==> config.mk <==
export PLATFORM = sky130hd
export DESIGN_NAME = multicycle_sequencer
export DESIGN_NICKNAME = d
export VERILOG_FILES = /design/src/rtl/multicycle_sequencer.sv
export SDC_FILE = /design/constraint.sdc
export NUM_CORES = 1
export LEC_CHECK = 0
export BUFFER_PORTS_ARGS = -buffer_cell sky130_fd_sc_hd__buf_2
export CORE_MARGIN = 2
export CORE_UTILIZATION = 25
export CTS_CLUSTER_SIZE = 30
export DETAILED_ROUTE_END_ITERATION = 10
export MAX_ROUTING_LAYER = met4
export PLACE_DENSITY = 0.43
export SETUP_SLACK_MARGIN = 0.02
export SLEW_MARGIN = 20
export SYNTH_ARGS = -nofsm -noshare
export SYNTH_HDL_FRONTEND = slang
export SYNTH_SLANG_ARGS = --single-unit
==> constraint.sdc <==
create_clock -name clk -period 1.9 [get_ports clk]
set_input_delay 0.38 -clock clk [delete_from_list [all_inputs] [get_ports clk]]
set_output_delay 0.38 -clock clk [all_outputs]
set_load 0.1 [all_outputs]
==> src/rtl/multicycle_sequencer.sv <==
// multicycle_sequencer
//   Multi-cycle core control FSM sitting behind the instruction decoder.
//   Steps each instruction through FETCH/DECODE/EXECUTE/MEMORY/WRITEBACK,
//   drives the icache/dcache request handshakes and the IR/PC/regfile write
//   strobes, counts retired instructions and halts on an illegal opcode or
//   a memory wait timeout.
//
// Ports
//   clk, reset          clock (rising edge), synchronous active-high reset
//   imem_ready          icache instruction word valid
//   dmem_ready          dcache access complete
//   alu_operation, write_register, load_word_memory, store_word_memory,
//   branch, jump, panic decoder flags (valid from DECODE until next ir_write)
//   branch_taken        ALU compare result, valid in EXECUTE
//   imem_req, ir_write  fetch request / instruction register latch
//   dmem_req, dmem_we   data access request / 1 = store
//   pc_write, pc_sel    PC update / 0 = PC+4, 1 = target
//   rf_write, wb_sel    regfile write / 00 ALU, 01 mem, 10 PC+4
//   state               FETCH=0 DECODE=1 EXECUTE=2 MEMORY=3 WRITEBACK=4 HALT=5
//   halted, timeout_err in HALT / HALT entered through a timeout (sticky)
//   instret             retired-instruction count, wraps
module multicycle_sequencer #(
  parameter int unsigned INSTRET_WIDTH = 32,
  parameter int unsigned TIMEOUT       = 64
) (
  input  logic                     clk,
  input  logic                     reset,
  input  logic                     imem_ready,
  input  logic                     dmem_ready,
  input  logic                     alu_operation,
  input  logic                     write_register,
  input  logic                     load_word_memory,
  input  logic                     store_word_memory,
  input  logic                     branch,
  input  logic                     jump,
  input  logic                     panic,
  input  logic                     branch_taken,
  output logic                     imem_req,
  output logic                     ir_write,
  output logic                     dmem_req,
  output logic                     dmem_we,
  output logic                     pc_write,
  output logic                     pc_sel,
  output logic                     rf_write,
  output logic [1:0]               wb_sel,
  output logic [2:0]               state,
  output logic                     halted,
  output logic                     timeout_err,
  output logic [INSTRET_WIDTH-1:0] instret
);

  typedef enum logic [2:0] {
    S_FETCH     = 3'd0,
    S_DECODE    = 3'd1,
    S_EXECUTE   = 3'd2,
    S_MEMORY    = 3'd3,
    S_WRITEBACK = 3'd4,
    S_HALT      = 3'd5
  } state_t;

  // The counter never has to hold TIMEOUT itself: the cycle that would reach
  // it leaves the state, which clears the counter.
  localparam int unsigned   WCW    = (TIMEOUT > 2) ? $clog2(TIMEOUT) : 1;
  localparam logic [WCW-1:0] W_LAST = WCW'(TIMEOUT - 1);

  state_t                   r_state;
  state_t                   w_next;
  logic [WCW-1:0]           r_wait_cnt;
  logic [INSTRET_WIDTH-1:0] r_instret;
  logic                     r_timeout_err;
  logic                     w_wait;
  logic                     w_timeout;
  logic                     w_at_limit;
  logic                     w_unused_flags;

  // ALU-type instructions take the default WRITEBACK path, so the flag
  // itself does not steer the sequencer.
  assign w_unused_flags = alu_operation;

  assign w_at_limit  = (TIMEOUT != 0) && (r_wait_cnt == W_LAST);
  assign state       = r_state;
  assign instret     = r_instret;
  assign timeout_err = r_timeout_err;

  always_comb begin
    w_next    = r_state;
    w_wait    = 1'b0;
    w_timeout = 1'b0;
    imem_req  = 1'b0;
    ir_write  = 1'b0;
    dmem_req  = 1'b0;
    dmem_we   = 1'b0;
    pc_write  = 1'b0;
    pc_sel    = 1'b0;
    rf_write  = 1'b0;
    wb_sel    = 2'b00;
    halted    = 1'b0;
    unique case (r_state)
      S_FETCH: begin
        imem_req = 1'b1;
        if (imem_ready) begin
          ir_write = 1'b1;
          w_next   = S_DECODE;
        end else begin
          w_wait = 1'b1;
          if (w_at_limit) begin
            w_next    = S_HALT;
            w_timeout = 1'b1;
          end
        end
      end
      S_DECODE: w_next = panic ? S_HALT : S_EXECUTE;
      S_EXECUTE: begin
        if (load_word_memory || store_word_memory) begin
          w_next = S_MEMORY;
        end else if (branch) begin
          pc_write = 1'b1;
          pc_sel   = branch_taken;
          w_next   = S_FETCH;
        end else begin
          w_next = S_WRITEBACK;
        end
      end
      S_MEMORY: begin
        dmem_req = 1'b1;
        dmem_we  = store_word_memory;
        if (dmem_ready) begin
          if (store_word_memory) begin
            pc_write = 1'b1;
            w_next   = S_FETCH;
          end else begin
            w_next = S_WRITEBACK;
          end
        end else begin
          w_wait = 1'b1;
          if (w_at_limit) begin
            w_next    = S_HALT;
            w_timeout = 1'b1;
          end
        end
      end
      S_WRITEBACK: begin
        rf_write = write_register;
        pc_write = 1'b1;
        pc_sel   = jump;
        wb_sel   = jump ? 2'b10 : (load_word_memory ? 2'b01 : 2'b00);
        w_next   = S_FETCH;
      end
      S_HALT:  halted = 1'b1;
      default: w_next = S_FETCH;
    endcase
  end

  always_ff @(posedge clk) begin
    if (reset) begin
      r_state       <= S_FETCH;
      r_wait_cnt    <= '0;
      r_instret     <= '0;
      r_timeout_err <= 1'b0;
    end else begin
      r_state <= w_next;
      if (w_next != r_state) begin
        r_wait_cnt <= '0;
      end else if (w_wait) begin
        r_wait_cnt <= r_wait_cnt + 1'b1;
      end
      if (pc_write) begin
        r_instret <= r_instret + 1'b1;
      end
      if (w_timeout) begin
        r_timeout_err <= 1'b1;
      end
    end
  end

endmodule

==> results.sh <==
export IMPL_status="complete, but fails checks"
export IMPL_violations="negative setup slack"
export IMPL_finalInstanceArea_um2=3340
export IMPL_cts_hold_buf=0
export IMPL_fin_ws_ps=-78.1
export IMPL_cap_violations=0
export IMPL_worst_setup_path_start_kind="flip-flop"
export IMPL_clockBufferDepth=2
export IMPL_ios=58
export IMPL_routabilityCongestion=0.786
export IMPL_die_w_um=99.0
export IMPL_hp_class="input port to flip-flop"
export IMPL_worst_setup_path_type="flip-flop to primary output"
export IMPL_clkPwrFrac_pct=24.9
export IMPL_leakage_nw=1.37
export IMPL_seqPwrFrac_pct=35.2
export IMPL_synth_warnings=0
export IMPL_grt_start_max_net_pins=33
export IMPL_drtIter0Drc=80
export IMPL_cp_slowest_stage_delay_ps=370
export IMPL_synth_area_leaders="dfxtp_1, xor2_1, nor2_1"
export IMPL_synth_area_um2=2250
export IMPL_finalPower_mw=2.63
export IMPL_final_common_cell="buf_2"
export IMPL_synth_seq_cells=42
export IMPL_dp_cells=458
export IMPL_crit_chain="or2_4 -> nor2_4 -> and2_4 -> a41o_4 -> buf_12"
export IMPL_cpMaxStageDelayCell="dfxtp_4"
export IMPL_cts_buffers=5
export IMPL_switching_share_pct=37.8
export IMPL_synth_top_area_share_pct=37.3
export IMPL_cts_max_level=2
export IMPL_yosysUniqueCellTypes=43
export IMPL_root_buffer="clkbuf_8"
export IMPL_intPower_mw=1.64
export IMPL_firstDrtPassIters=4
export IMPL_netSwitchingPower_mw=0.996
export IMPL_synthArstFlopShare_pct=0
export IMPL_netlist_instances=280
export IMPL_final_period_utilization_pct=104
export IMPL_layout_drive_gt1_share_pct=43.6
export IMPL_grt_usage_pct=13.7
export IMPL_slew_viol_final=0
export IMPL_core_area_um2=8720
export IMPL_drcViolationCount=0
export IMPL_vias=2366
export IMPL_worst_pin_slew_ps=509
export IMPL_setup_violations_final=5
export IMPL_finalClockSkew_ps=12.3
export IMPL_grt_first_pass_wirelength_um=10600
export IMPL_hold_viol_final=0
export IMPL_power_frac_comb_pct=39.8
export IMPL_regArea_um2=916
export IMPL_totalWireLength_um=6440
export IMPL_fin_cells=477
export IMPL_crit_required_ps=1520
export IMPL_fmax_mhz=506
export IMPL_wl_per_cell_um=13.5
export IMPL_synth_edf_count=0
export IMPL_cp_data_arrival_time_ps=1600
export IMPL_n_antenna_cell=0
export IMPL_fillerInstances=895
export IMPL_via_per_inst=4.96
export IMPL_syn_nets=294
export IMPL_dp_hpwl_um=4610
export IMPL_initial_core_util_pct=25.9
export IMPL_fin_crit_ps=1980
export IMPL_final_cell_mix="buf_2, buf_4, nor2_1, o21ai_0"
export IMPL_p_per_area_nw_per_um2=788
export IMPL_avgSynthCellArea_um2=8.05
export IMPL_cts_tree="built"
export IMPL_critPathCaptureType="primary output"
export IMPL_ant_nets=0
export IMPL_path_clk_slew_ps=80
export IMPL_nNetsFinal=382
export IMPL_synth_flop_cell="dfxtp_1"
export IMPL_setup_tns_ps=-202
export IMPL_multi_input_area_um2=1430
export IMPL_grt_pass1_vias=2176
export IMPL_portBuffers=56
export IMPL_cts_sinks=42
export IMPL_placed_area_um2=3100
export IMPL_rsz0062_at_grt="yes"
export IMPL_clock_latency_ps=300
export IMPL_grt_overflow=0
export IMPL_relSlewSlack_pct=66.1
export IMPL_ir_worst_vdd_v=0.000264
export IMPL_placementRows=34
export IMPL_crit_fanout=6
export IMPL_area_growth_pct=48.3
export IMPL_yosysTopAreaCell="dfxtp_1"
export IMPL_synth_seq_area_share_pct=37.3
export IMPL_fp_dieArea_um2=9790
export IMPL_grt_antenna_before_repair=0
export IMPL_die_y_um=99.0
-- per-stage QoR --
step	worst slack, ps	hold WS, ps	utilization [%]
global placement	9.83	478	35.5
floorplan	-284	513	-
detailed placement	7.31	484	35.5
global route	-151	288	38.3
CTS	-104	286	37.6
finish	-78.1	296	38.3
-- Yosys cell counts (2+ instances only) --
library cell / number
a31oi_1: 4
nand2_1: 17
nand2b_1: 2
and2_1: 5
ha_1: 2
xor2_1: 16
o2111ai_1: 7
nand3_1: 11
inv_1: 5
buf_2: 4
nor2b_1: 2
nor4_1: 2
and3_1: 4
o211ai_1: 9
buf_1: 2
dfxtp_1: 42
a21o_1: 4
or2_2: 2
xnor2_1: 3
nand4_1: 7
nor3b_1: 2
a211oi_1: 4
or3_1: 18
and3b_1: 2
a21oi_1: 20
clkbuf_1: 9
nor2_1: 33
o21ai_0: 23
nor3_1: 4
mux2i_1: 2
-- state kept, by name, summed over array words and instances, names as in the netlist --
| register | cells |
|---|---|
| instret | 32 |
| r_wait_cnt | 6 |
| state | 3 |
| timeout_err | 1 |
-- cell type report --
| cell class | count | area share, % |
|---|---|---|
| clock buffers | 6 | 2.81 |
| clock inverters | 2 | 0.299 |
| well taps | 108 | 4.04 |
| multi-input cells | 217 | 42.9 |
| inverters | 5 | 0.561 |
| flip-flops and latches | 42 | 27.4 |
| repair buffers | 97 | 22.0 |
-- worst max-delay path: cells and delay by family (launching register included) --
kind | cells | cell delay (ps)
simple gates | 3 | 650
flops | 1 | 370
buf+inv | 1 | 170
compound gates | 1 | 110
-- path summary, 6_finish.rpt --
path,endpoint,slack [ps],cells after the start,from
setup reg to reg,instret[16]$_SDFFE_PP0P_,70,8,state[1]$_SDFF_PP0_
setup / recovery,pc_sel,-80,5,state[1]$_SDFF_PP0_
hold reg to reg,instret[28]$_SDFFE_PP0P_,500,2,instret[28]$_SDFFE_PP0P_
hold / removal,timeout_err$_SDFFE_PP0P_,300,2,reset
-- cells by family after synthesis --
group	synth area share [%]
and+or+nand+nor	28.0
DFF	37.3
adders and majority gates	1.11
muxes	0.888
xor gates and xnor gates	7.38
AOI/OAI and AO/OA	21.5
buffers and inverters	3.88
-- layer usage --
layer | share of wire [%] | GRT usage [%] | up-vias
li1 | - | - | 1201
met3 | 4.4 | 2.48 | 12
met5 | 0 | - | -
met4 | 1.7 | 4.85 | 0
met1 | 50 | 19.8 | 1099
met2 | 44 | 19.0 | 54
-- timing repair --
item / 4_1_cts / 5_1_grt
setup buffers: 8 / 3
setup endpoints to repair: 5 / 25
pin swaps: 7 / 9
endpoints found under the hold margin: 0 / 0
resized for setup: 6 / 12
-- power groups by stage --
stage | Sequential, mW | Combinational, mW | Clock, mW
after floorplan | 1.06 | 0.536 | 0
after global placement | 0.963 | 0.933 | 0
after detailed placement | 0.961 | 0.929 | 0
after CTS | 0.927 | 1.01 | 0.687
after global routing | 0.933 | 1.11 | 0.725
final | 0.929 | 1.05 | 0.656
(Power assumes the default switching activity.)
